--- config.mk ---
export PLATFORM = sky130hd
export DESIGN_NAME = paddle_mover
export DESIGN_NICKNAME = d
export VERILOG_FILES = /design/src/rtl/paddle_mover.sv
export SDC_FILE = /design/constraint.sdc
export NUM_CORES = 1
export LEC_CHECK = 0
export CAP_MARGIN = 20
export CORE_AREA = 2 2 88 90
export CTS_BUF_LIST = sky130_fd_sc_hd__clkbuf_2
export CTS_CLUSTER_SIZE = 30
export DETAILED_ROUTE_END_ITERATION = 8
export DIE_AREA = 0 0 90 92
export PLACE_DENSITY = 0.72
export SLEW_MARGIN = 30
export SYNTH_ARGS = -nofsm -noshare
export SYNTH_HDL_FRONTEND = slang
export SYNTH_SLANG_ARGS = --single-unit
export TNS_END_PERCENT = 1
--- constraint.sdc ---
create_clock -name i_Clk -period 7.25 [get_ports i_Clk]
set_input_delay 1.8125 -clock i_Clk [delete_from_list [all_inputs] [get_ports i_Clk]]
set_output_delay 1.8125 -clock i_Clk [all_outputs]
set_load 0.05 [all_outputs]
--- src/rtl/paddle_mover.sv ---
// paddle_mover: self-moving paddle sprite for the VGA pong datapath.
// Follows the beam with local column/row counters, draws a fixed-size
// rectangle at column p_XPOS and moves it vertically once per frame from
// debounced up/down levels, switching to a faster step after a long hold.
module paddle_mover #(
  parameter int p_XPOS         = 40,
  parameter int p_WIDTH        = 10,
  parameter int p_HEIGHT       = 50,
  parameter int p_INIT_Y       = 215,
  parameter int p_STEP         = 2,
  parameter int p_FAST_STEP    = 6,
  parameter int p_ACCEL_FRAMES = 8,
  parameter int p_H_VISIBLE    = 640,
  parameter int p_V_VISIBLE    = 480
) (
  input  logic       i_Clk,
  input  logic       i_Reset,
  input  logic       i_HReset,
  input  logic       i_VReset,
  input  logic       i_HBlank,
  input  logic       i_VBlank,
  input  logic       i_Enabled,
  input  logic       i_Up,
  input  logic       i_Down,
  output logic       o_Video,
  output logic [9:0] o_YPos,
  output logic       o_Fast
);

  // Horizontal extent is fixed; the paddle never leaves its column band.
  localparam logic [10:0] c_X_LO     = 11'(p_XPOS);
  localparam logic [10:0] c_X_HI     = 11'(p_XPOS + p_WIDTH);
  localparam logic [10:0] c_HEIGHT   = 11'(p_HEIGHT);
  localparam logic [10:0] c_Y_MAX    = 11'(p_V_VISIBLE - p_HEIGHT);
  localparam logic [9:0]  c_INIT_Y   = 10'(p_INIT_Y);
  localparam logic [9:0]  c_STEP     = 10'(p_STEP);
  localparam logic [9:0]  c_FAST     = 10'(p_FAST_STEP);
  localparam logic [9:0]  c_CNT_MAX  = 10'd1023;
  localparam logic [7:0]  c_HOLD_MAX = 8'(p_ACCEL_FRAMES);
  localparam logic [8:0]  c_ACCEL    = 9'(p_ACCEL_FRAMES);

  typedef enum logic [1:0] {
    IDLE      = 2'd0,
    MOVE_SLOW = 2'd1,
    MOVE_FAST = 2'd2
  } state_t;

  logic [9:0] col_r;
  logic [9:0] row_r;
  logic [9:0] y_r;
  logic [7:0] hold_r;
  logic       dir_up_r;
  state_t     state_r;

  state_t     state_s;
  logic [9:0] y_s;
  logic [7:0] hold_s;
  logic       dir_up_s;
  logic       up_s;
  logic       down_s;
  logic       in_x_s;
  logic       in_y_s;

  // One clamped step: 11-bit arithmetic so neither direction can wrap.
  function automatic logic [9:0] move_y(input logic [9:0] y,
                                        input logic       up,
                                        input logic [9:0] step);
    logic [10:0] y_w;
    logic [10:0] s_w;
    logic [10:0] sum_w;
    y_w   = {1'b0, y};
    s_w   = {1'b0, step};
    sum_w = y_w + s_w;
    if (up) begin
      if (y_w < s_w) begin
        move_y = 10'd0;
      end else begin
        move_y = 10'(y_w - s_w);
      end
    end else begin
      if (sum_w > c_Y_MAX) begin
        move_y = c_Y_MAX[9:0];
      end else begin
        move_y = sum_w[9:0];
      end
    end
  endfunction

  // Column counter: cleared at line start, counts visible pixels, saturates.
  always_ff @(posedge i_Clk) begin
    if (i_Reset) begin
      col_r <= 10'd0;
    end else if (i_HReset) begin
      col_r <= 10'd0;
    end else if (!i_HBlank && (col_r != c_CNT_MAX)) begin
      col_r <= col_r + 10'd1;
    end
  end

  // Row counter: frame start wins over line start; counts visible lines.
  always_ff @(posedge i_Clk) begin
    if (i_Reset) begin
      row_r <= 10'd0;
    end else if (i_VReset) begin
      row_r <= 10'd0;
    end else if (i_HReset && !i_VBlank && (row_r != c_CNT_MAX)) begin
      row_r <= row_r + 10'd1;
    end
  end

  // Movement decision: evaluated only on an enabled frame-start cycle.
  always_comb begin
    state_s  = state_r;
    y_s      = y_r;
    hold_s   = hold_r;
    dir_up_s = dir_up_r;
    up_s     = i_Up & ~i_Down;
    down_s   = i_Down & ~i_Up;
    if (i_VReset && i_Enabled) begin
      case (state_r)
        IDLE: begin
          if (up_s || down_s) begin
            state_s  = MOVE_SLOW;
            hold_s   = 8'd1;
            dir_up_s = up_s;
            y_s      = move_y(y_r, up_s, c_STEP);
          end else begin
            state_s = IDLE;
            hold_s  = 8'd0;
          end
        end
        MOVE_SLOW: begin
          if (!(up_s || down_s)) begin
            state_s = IDLE;
            hold_s  = 8'd0;
          end else if (up_s != dir_up_r) begin
            state_s  = MOVE_SLOW;
            hold_s   = 8'd1;
            dir_up_s = up_s;
            y_s      = move_y(y_r, up_s, c_STEP);
          end else if (({1'b0, hold_r} + 9'd1) >= c_ACCEL) begin
            state_s = MOVE_FAST;
            hold_s  = hold_r + 8'd1;
            y_s     = move_y(y_r, up_s, c_FAST);
          end else begin
            state_s = MOVE_SLOW;
            hold_s  = hold_r + 8'd1;
            y_s     = move_y(y_r, up_s, c_STEP);
          end
        end
        MOVE_FAST: begin
          if (!(up_s || down_s)) begin
            state_s = IDLE;
            hold_s  = 8'd0;
          end else if (up_s != dir_up_r) begin
            state_s  = MOVE_SLOW;
            hold_s   = 8'd1;
            dir_up_s = up_s;
            y_s      = move_y(y_r, up_s, c_STEP);
          end else begin
            state_s = MOVE_FAST;
            hold_s  = (hold_r < c_HOLD_MAX) ? (hold_r + 8'd1) : hold_r;
            y_s     = move_y(y_r, up_s, c_FAST);
          end
        end
        default: begin
          state_s = IDLE;
          hold_s  = 8'd0;
        end
      endcase
    end else begin
      state_s  = state_r;
      y_s      = y_r;
      hold_s   = hold_r;
      dir_up_s = dir_up_r;
    end
  end

  // Movement state, hold counter, direction and paddle position registers.
  always_ff @(posedge i_Clk) begin
    if (i_Reset) begin
      state_r  <= IDLE;
      y_r      <= c_INIT_Y;
      hold_r   <= 8'd0;
      dir_up_r <= 1'b0;
    end else begin
      state_r  <= state_s;
      y_r      <= y_s;
      hold_r   <= hold_s;
      dir_up_r <= dir_up_s;
    end
  end

  // Pixel hit test against the registered beam position and paddle top row.
  always_comb begin
    in_x_s  = ({1'b0, col_r} >= c_X_LO) && ({1'b0, col_r} < c_X_HI);
    in_y_s  = ({1'b0, row_r} >= {1'b0, y_r}) &&
              ({1'b0, row_r} < ({1'b0, y_r} + c_HEIGHT));
    o_Video = i_Enabled & ~i_HBlank & ~i_VBlank & in_x_s & in_y_s;
  end

  assign o_YPos = y_r;
  assign o_Fast = (state_r == MOVE_FAST);

endmodule

==> results.sh, run 1 <==
export IMPL_status="complete, no violations"
export IMPL_period_needed_ns=6.02
export IMPL_hp_class="register to register"
export IMPL_arrival_ns=4.21
export IMPL_dp_hpwl_um=6990
export IMPL_nets=545
export IMPL_yosysWarnings=0
export IMPL_drt_wl_total_um=10000
export IMPL_fp_dieArea_um2=8280
export IMPL_power_density_nw_per_um2=114
export IMPL_syn_inst=505
export IMPL_drive_gt1_share_pct=6.36
export IMPL_vdd_drop_max_v=0.0000828
export IMPL_synth_async_reset_ratio_pct=0
export IMPL_crit_family="compound AO/OA/AOI/OAI gates"
export IMPL_grtUsageTotal_pct=24.3
export IMPL_synth_cell_types=75
export IMPL_overflow=0
export IMPL_cap_violations=0
export IMPL_synth_commonest_cells="nor2_1 (47), dfxtp_1 (41), a21oi_1 (35)"
export IMPL_cts_setup_buffers=0
export IMPL_grt_pass1_wl_um=16800
export IMPL_cp_max_fo=18
export IMPL_cts_buffers=5
export IMPL_cts_root_buf="clkbuf_2"
export IMPL_design_core_area_um2=7450
export IMPL_yosys_area_top_type="dfxtp_1"
export IMPL_antenna_left=0
export IMPL_synth_seq_cells=41
export IMPL_clock_skew_ns=0.0362
export IMPL_num_antenna_cells=0
export IMPL_path_cells="ha_1 -> a21oi_1 -> a21o_1 -> xnor2_1 -> ha_1 -> nand3_1 -> nand2_1 -> a41o_1 -> a21o_1 -> a221oi_1 -> clkdlybuf4s50_1"
export IMPL_tns_ns=0
export IMPL_io_buffers=20
export IMPL_crit_required_ns=5.44
export IMPL_yosysTopAreaCellShare_pct=21.2
export IMPL_synth_area_leaders="dfxtp_1 (21%), ha_1 (11%), xnor2_1 (5.2%), nor2_1 (4.6%), a21oi_1 (4.5%)"
export IMPL_cts_buffer_depth=2
export IMPL_synth_edf_count=0
export IMPL_yosysMostFrequentCell="nor2_1"
export IMPL_vias=3803
export IMPL_end_kind="output port"
export IMPL_cts_resized=0
export IMPL_grt_antenna_before_repair=0
export IMPL_startpoint_type="register"
export IMPL_max_stage_delay_ns=0.86
export IMPL_dr_pass1_iters=5
export IMPL_setup_violations=0
export IMPL_rsz0062_at_grt="no"
export IMPL_worst_setup_path_type="register to output port"
export IMPL_die_x_um=90
export IMPL_tritoncts="built"
export IMPL_io_pins=21
export IMPL_gp_congestion=0.950
export IMPL_hold_viol=0
export IMPL_dp_cells=597
export IMPL_fin_crit_sh_pct=83.1
export IMPL_first_iter_violations=357
export IMPL_wire_per_inst_um=16.6
export IMPL_htree_levels=2
export IMPL_final_cell_count_no_fill=605
export IMPL_worstSkewPairLatency_ns=0.44
export IMPL_syn_area_per_cell_um2=7.67
export IMPL_areaGrowthSynthToFinish_pct=6.52
export IMPL_synth_net_count=548
export IMPL_via_per_inst=6.29
export IMPL_fmax_mhz=166
export IMPL_rows=32
export IMPL_p_leak_nw=1.58
export IMPL_crit_slowest_cell="clkdlybuf4s50_1"
export IMPL_route_detailed_drc=0
export IMPL_path_clk_slew_ns=0.23
export IMPL_yosysSeqAreaShare_pct=21.2
export IMPL_fp_dieH_um=92
export IMPL_slew_headroom_pct=45.0
export IMPL_path_buf_inv=1
export IMPL_initial_core_util_pct=52.0
export IMPL_total_power_mw=0.471
export IMPL_grt_pass1_vias=3446
export IMPL_dpl_cell_area_um2=4080
export IMPL_synthFlopType="dfxtp_1"
export IMPL_cts_hold_buf=0
export IMPL_cts_sinks=41
export IMPL_grt_max_degree=37
export IMPL_synthesis_area_um2=3870
export IMPL_fin_area_um2=4130
export IMPL_postLayoutCoreUtil_pct=55.4
export IMPL_max_slew_worst_pin_slew_ns=0.824
export IMPL_final_max_slew_violation_count=0
kinds of logic (layout without fill, tap and decap cells):
group / count (synthesis) / in the layout / synth area share, %
buf+inv: 61 / 59 / 6.52
flops: 41 / 41 / 21.2
simple gates: 190 / 190 / 26.8
mux: 7 / 7 / 1.87
fa+ha+maj: 34 / 34 / 11.0
compound gates: 140 / 140 / 25.3
xor+xnor: 32 / 32 / 7.43
state kept, by name, indices dropped and copies added, names as in the netlist:
| name | cells |
|---|---|
| col_r | 10 |
| row_r | 10 |
| hold_r | 8 |
| dir_up_r | 1 |
| o_YPos | 10 |
| state_r | 2 |
cells in the final DEF (no fill, tap or decap), types with 5 or more instances in the layout:
cell type	synthesis	layout
or3_1	7	7
nand2b_1	6	6
xor2_1	8	8
clkbuf_2	0	5
a21oi_1	35	35
o31ai_1	6	6
mux2i_1	5	5
and3_1	10	10
clkdlybuf4s50_1	0	20
ha_1	34	34
nand4_1	9	9
xnor2_1	23	23
nor2_1	47	47
inv_1	26	26
a21o_1	9	9
nor3_1	10	10
o21ai_0	24	24
a211oi_1	6	6
nand3_1	23	23
dfxtp_1	41	41
a31oi_1	10	10
nand2_1	31	31
and4_1	5	5
nor4_1	6	6
where the power goes:
part           total (mW)  leakage [nW]  internal, mW  switching, mW
Sequential          0.245         0.332         0.230         0.0151
Clock               0.111        0.0294        0.0244         0.0870
Combinational       0.114          1.22        0.0431         0.0709
path summary, 6_finish.rpt:
kind	startpoint	cells after the start	slack (ns)	endpoint
worst max-delay path	o_YPos[1]$_SDFFE_PP1P_	11	1.23	o_Video
worst min-delay path	hold_r[7]$_SDFFE_PP0P_	2	0.51	hold_r[7]$_SDFFE_PP0P_
worst max register to register	o_YPos[1]$_SDFFE_PP1P_	8	3.88	o_YPos[4]$_SDFFE_PP1P_
worst min register to register	hold_r[7]$_SDFFE_PP0P_	2	0.51	hold_r[7]$_SDFFE_PP0P_
stage by stage:
step / setup slack [ns] / hold WS, ns
after floorplan: 1.66 / 0.458
after global placement: 1.56 / 0.477
after detailed placement: 1.55 / 0.483
after CTS: 1.21 / 0.510
after global routing: 0.921 / 0.551
final: 1.23 / 0.506
worst register-to-register path, delay by kind of cell (launching register included):
family | cells | cell delay [ns]
AO/OA/AOI/OAI | 3 | 0.90
adder cells (fa/ha/maj) | 1 | 0.49
buffers and inverters | 1 | 0.21
flip-flops | 1 | 0.73
AND/OR/NAND/NOR | 3 | 0.98
metal layers:
layer	GRT usage [%]	vias up	share of wire, %
met4	7.56	0	1.8
li1	-	1859	-
met1	31.3	1777	43
met2	42.2	147	48
met5	0	-	0
met3	3.37	20	7.2
final cells by class:
cell class / count / area, µm²
timing repair buffer: 24 / 230
clock buffer: 5 / 25.0
multi-input combinational: 403 / 2800
clock inverter: 3 / 21.3
sequential: 41 / 821
fill: 712 / 3320
inverter: 27 / 101
tap: 102 / 128
(Power assumes the default switching activity.)
==> inputs of run 2 (changes only) <==
==> constraint.sdc (replaced) <==
create_clock -name i_Clk -period 6.3 [get_ports i_Clk]
set_input_delay 1.575 -clock i_Clk [delete_from_list [all_inputs] [get_ports i_Clk]]
set_output_delay 1.575 -clock i_Clk [all_outputs]
set_load 0.05 [all_outputs]
==> run 2 against run 1 <==
Against the previous run: hold slack improved by 0.0095 ns; design area rose by 1.0%; sequential cell count is the same; critical path depth stayed put; clock-buffer cell count is the same; non-clock buffer count rose by 3; worst setup slack got worse by 0.65 ns; first-iteration DRC count fell by 9.5%; largest cell class unchanged; highest routed layer unchanged.
==> results.sh, run 2 (synthesized netlist as in run 1, its figures left out) <==
export IMPL_status="complete, no violations"
export IMPL_vias=3820
export IMPL_first_iter_violations=323
export IMPL_grtUsageTotal_pct=25.1
export IMPL_crit_family="compound AO/OA/AOI/OAI gates"
export IMPL_design_core_area_um2=7450
export IMPL_fp_dieArea_um2=8280
export IMPL_max_stage_delay_ns=0.86
export IMPL_grt_pass1_wl_um=17500
export IMPL_power_density_nw_per_um2=139
export IMPL_overflow=0
export IMPL_worst_setup_path_type="register to output port"
export IMPL_dp_hpwl_um=7070
export IMPL_vdd_drop_max_v=0.0000783
export IMPL_slew_headroom_pct=41.7
export IMPL_drive_gt1_share_pct=6.72
export IMPL_grt_pass1_vias=3683
export IMPL_switchingPower_mw=0.198
export IMPL_grt_antenna_before_repair=0
export IMPL_place_ws_ns=1.08
export IMPL_p_sw_share_pct=34.2
export IMPL_cts_hold_buf=0
export IMPL_power_frac_comb_pct=24.2
export IMPL_layout_common_cells="nor2_1 (47), dfxtp_1 (41), a21oi_1 (35)"
export IMPL_fp_dieH_um=92
export IMPL_io_pins=21
export IMPL_tns_ns=0
export IMPL_die_x_um=90
export IMPL_fmax_mhz=175
export IMPL_crit_required_ns=4.72
export IMPL_cap_violations=0
export IMPL_total_power_mw=0.580
export IMPL_cts_setup_buffers=0
export IMPL_clkPwrFrac_pct=28.4
export IMPL_max_slew_worst_pin_slew_ns=0.866
export IMPL_seqPwrFrac_pct=47.4
export IMPL_path_buf_inv=1
export IMPL_route_detailed_drc=0
export IMPL_drt_wl_total_um=10200
export IMPL_startpoint_type="register"
export IMPL_cts_sinks=41
export IMPL_arrival_ns=4.15
export IMPL_p_leak_nw=1.61
export IMPL_path_clk_slew_ns=0.25
export IMPL_io_buffers=20
export IMPL_path_cells="ha_1 -> a21oi_1 -> a21o_1 -> xnor2_1 -> ha_1 -> nand3_1 -> nand2_1 -> a41o_1 -> a21o_1 -> a221oi_1 -> clkdlybuf4s50_1"
export IMPL_worstSkewPairLatency_ns=0.42
export IMPL_nets=548
export IMPL_cts_buffer_depth=2
export IMPL_dr_pass1_iters=5
export IMPL_fin_crit_sh_pct=90.8
export IMPL_rsz0062_at_grt="no"
export IMPL_tritoncts="built"
export IMPL_fillCellCount=755
export IMPL_timing_hold_ws_ns=0.515
export IMPL_crit_slowest_cell="clkdlybuf4s50_1"
export IMPL_wire_per_inst_um=16.7
export IMPL_htree_levels=2
export IMPL_clock_skew_ns=0.0166
export IMPL_rows=32
export IMPL_hold_viol=0
export IMPL_hp_class="register to register"
export IMPL_cts_root_buf="clkbuf_2"
export IMPL_end_kind="output port"
export IMPL_cp_max_fo=18
export IMPL_final_max_slew_violation_count=0
export IMPL_setup_violations=0
export IMPL_num_antenna_cells=0
export IMPL_cts_resized=0
export IMPL_p_int_mw=0.382
export IMPL_via_per_inst=6.28
export IMPL_grt_max_degree=37
export IMPL_gp_congestion=1.02
export IMPL_initial_core_util_pct=52.0
export IMPL_period_needed_ns=5.72
export IMPL_setup_ws_ns=0.579
export IMPL_areaGrowthSynthToFinish_pct=7.62
export IMPL_antenna_left=0
export IMPL_mostFrequentLayoutCell="nor2_1"
export IMPL_cts_buffers=5
## run 2: cell count changes in the layout (fill, tap and decap cells not counted), sizes merged
| cell | previous run | this run |
|---|---|---|
| inv | 27 | 26 |
| buf | 4 | 7 |
| bufinv | 0 | 1 |
## run 2: metrics by stage
| step | util [%] | area, µm² | std cells |
|---|---|---|---|
| after floorplan | - | 3870 | 505 |
| after global placement | 55.1 | 4100 | 600 |
| after detailed placement | 55.1 | 4100 | 600 |
| after CTS | 56.0 | 4170 | 608 |
| after global routing | 56.0 | 4170 | 608 |
| final | 56.0 | 4170 | 608 |
## run 2: path summary, 6_finish.rpt
path	start	endpoint	slack, ns	depth (start not counted)
worst max register to register	o_YPos[1]$_SDFFE_PP1P_	o_YPos[4]$_SDFFE_PP1P_	2.93	8
worst min-delay path	hold_r[7]$_SDFFE_PP0P_	hold_r[7]$_SDFFE_PP0P_	0.52	2
worst min register to register	hold_r[7]$_SDFFE_PP0P_	hold_r[7]$_SDFFE_PP0P_	0.52	2
worst max-delay path	o_YPos[1]$_SDFFE_PP1P_	o_Video	0.58	11
## run 2: worst register-to-register path, cell delays in order, from the launching register on
cell and delay, ns:
dfxtp_1 0.74, inv_1 0.21, ha_1 0.49, or4_4 0.60
a311oi_2 0.36, nor4_2 0.11, nor2_4 0.26, a21oi_1 0.11
a2111o_1 0.41
## run 2: power groups by stage
stage | Clock, mW | Combinational (mW) | Sequential (mW)
floorplan | 0 | 0.0959 | 0.286
global placement | 0 | 0.135 | 0.279
detailed placement | 0 | 0.138 | 0.280
CTS | 0.168 | 0.139 | 0.275
global route | 0.180 | 0.154 | 0.277
finish | 0.165 | 0.140 | 0.275
## run 2: final cells by class
| class | count | area, µm² | area share (%) |
|---|---|---|---|
| repair buffers | 27 | 253 | 6.06 |
| well taps | 102 | 128 | 3.06 |
| clock buffers | 5 | 25.0 | 0.600 |
| multi-input cells | 403 | 2800 | 67.2 |
| inverters | 27 | 101 | 2.43 |
| clock inverters | 3 | 41.3 | 0.990 |
| flip-flops and latches | 41 | 821 | 19.7 |
## run 2: routing by layer
metal / global-route usage [%] / up-vias / share of wire, %
li1: - / 1876 / -
met1: 32.1 / 1812 / 46
met2: 44.2 / 113 / 48
met3: 2.63 / 19 / 4.4
met4: 8.33 / 0 / 1.7
met5: 0 / - / 0
==> inputs of run 3 (changes only) <==
--- a/config.mk
+++ b/config.mk
@@ -12,7 +12,7 @@
 export DETAILED_ROUTE_END_ITERATION = 8
 export DIE_AREA = 0 0 90 92
 export PLACE_DENSITY = 0.72
-export SLEW_MARGIN = 30
+export SLEW_MARGIN = 40
 export SYNTH_ARGS = -nofsm -noshare
 export SYNTH_HDL_FRONTEND = slang
 export SYNTH_SLANG_ARGS = --single-unit
==> run 3 against run 2 <==
Against the previous run: via count is 0.55% higher; global-route usage stayed put; final cell count stayed put; clock power hardly changed; routed wire length is 0.25% higher; clock-buffer cell count stayed put; sequential share of layout area hardly changed; combinational power hardly changed; critical path type unchanged; largest cell class unchanged.
==> results.sh, run 3 (synthesized netlist as in run 1, its figures left out) <==
export IMPL_fin_crit_sh_pct=91.1
export IMPL_via_per_inst=6.32
export IMPL_setup_violations=0
export IMPL_hold_depth=2
export IMPL_setup_ws_ns=0.559
export IMPL_areaGrowthSynthToFinish_pct=7.78
export IMPL_worstHoldStart="hold_r[7]$_SDFFE_PP0P_"
export IMPL_antenna_left=0
export IMPL_mostFrequentLayoutCell="nor2_1"
export IMPL_dp_hpwl_um=7070
export IMPL_wire_per_inst_um=16.8
export IMPL_cts_resized=0
export IMPL_first_iter_violations=304
export IMPL_fmax_mhz=174
export IMPL_initial_core_util_pct=52.0
export IMPL_io_pins=21
export IMPL_grt_antenna_before_repair=0
export IMPL_cts_setup_buffers=0
export IMPL_cts_buffers=5
export IMPL_hold_viol=0
export IMPL_hp_class="register to register"
export IMPL_arrival_ns=4.17
export IMPL_cts_hold_buf=0
export IMPL_die_x_um=90
export IMPL_fp_dieArea_um2=8280
export IMPL_fp_dieH_um=92
export IMPL_r2r_end="o_YPos[4]$_SDFFE_PP1P_"
export IMPL_layout_common_cells="nor2_1 (47), dfxtp_1 (41), a21oi_1 (35)"
export IMPL_p_leak_nw=1.61
export IMPL_critical_path_depth=11
export IMPL_io_buffers=20
export IMPL_gp_congestion=1.02
export IMPL_drive_gt1_share_pct=6.92
export IMPL_tritoncts="built"
export IMPL_r2r_start="o_YPos[1]$_SDFFE_PP1P_"
export IMPL_clock_skew_ns=0.0140
export IMPL_route_detailed_drc=0
export IMPL_cts_buffer_depth=2
export IMPL_path_clk_slew_ns=0.24
export IMPL_vdd_drop_max_v=0.0000784
export IMPL_path_buf_inv=1
export IMPL_worstSkewPairLatency_ns=0.42
export IMPL_nets=548
export IMPL_cap_violations=0
export IMPL_rows=32
export IMPL_startpoint_type="register"
export IMPL_htree_levels=2
export IMPL_status="complete, no violations"
export IMPL_postLayoutCoreUtil_pct=56.1
export IMPL_crit_family="compound AO/OA/AOI/OAI gates"
export IMPL_cp_max_fo=18
export IMPL_max_stage_delay_ns=0.86
export IMPL_dr_pass1_iters=5
export IMPL_grt_max_degree=37
export IMPL_design_core_area_um2=7450
export IMPL_slew_headroom_pct=48.1
export IMPL_r2r_worst_path_cells=8
export IMPL_period_needed_ns=5.74
export IMPL_cts_sinks=41
export IMPL_final_max_slew_violation_count=0
export IMPL_grtUsageTotal_pct=25.1
export IMPL_power_density_nw_per_um2=139
export IMPL_fin_area_um2=4180
export IMPL_crit_required_ns=4.72
export IMPL_place_ws_ns=1.08
export IMPL_min_to="hold_r[7]$_SDFFE_PP0P_"
export IMPL_worst_setup_path_type="register to output port"
export IMPL_cts_root_buf="clkbuf_2"
export IMPL_max_slew_worst_pin_slew_ns=0.776
export IMPL_grt_pass1_vias=3683
export IMPL_rsz0062_at_grt="no"
export IMPL_vias=3841
export IMPL_tns_ns=0
export IMPL_grt_pass1_wl_um=17500
export IMPL_overflow=0
export IMPL_regToRegSetupSlack_ns=2.90
export IMPL_drt_wl_total_um=10200
export IMPL_dpl_cell_area_um2=4100
export IMPL_end_kind="output port"
export IMPL_path_cells="ha_1 -> a21oi_1 -> a21o_1 -> xnor2_1 -> ha_1 -> nand3_1 -> nand2_1 -> a41o_1 -> a21o_1 -> a221oi_1 -> clkdlybuf4s50_1"
export IMPL_fillCellCount=754
export IMPL_num_antenna_cells=0
export IMPL_crit_slowest_cell="clkdlybuf4s50_1"
-- run 3: cell count changes in the layout (fill, tap and decap cells not counted) --
cell,change
nor4_1,-1
nor4_2,+1
-- run 3: final cells by class --
type	count	area [µm²]	share of cell area (%)
clock inverter	3	41.3	0.989
clock buffer	5	25.0	0.599
inverter	27	101	2.43
sequential	41	821	19.7
timing repair buffer	27	253	6.05
tap	102	128	3.06
multi-input combinational	403	2810	67.2
-- run 3: worst reg2reg max path: cells and delay by family, from the launching register on --
kind	cells	cell delay [ns]
buffers and inverters	1	0.21
adder cells (fa/ha/maj)	1	0.49
AO/OA/AOI/OAI	3	0.89
AND/OR/NAND/NOR	3	0.98
flip-flops	1	0.75
-- run 3: through the flow --
stage          power, mW  instances  hold slack [ns]
2_1_floorplan      0.382        505            0.458
3_3_place_gp       0.415        600            0.477
3_5_place_dp       0.418        600            0.498
4_1_cts            0.582        608            0.524
5_1_grt            0.611        608            0.551
6_report           0.581        608            0.516
-- run 3: worst max path at each step --
stage,from,endpoint
floorplan,o_YPos[1]$_SDFFE_PP1P_,o_Video
global route,o_YPos[1]$_SDFFE_PP1P_,o_Video
CTS,o_YPos[1]$_SDFFE_PP1P_,o_Video
finish,o_YPos[1]$_SDFFE_PP1P_,o_Video
detailed placement,o_YPos[1]$_SDFFE_PP1P_,o_Video
global placement,i_VBlank,o_Video
-- run 3: power by group --
group	leakage [nW]	switching [mW]	total (mW)	internal, mW
sequential	0.332	0.0101	0.275	0.265
combinational	1.24	0.0895	0.141	0.0512
clock	0.0366	0.0996	0.165	0.0656
total	1.61	0.199	0.581	0.382
-- run 3: per-layer routing --
layer	part of all wire, %	track usage, %
met3	6.2	2.63
met1	44	32.1
met4	1.6	8.33
met5	0	0
met2	48	44.2
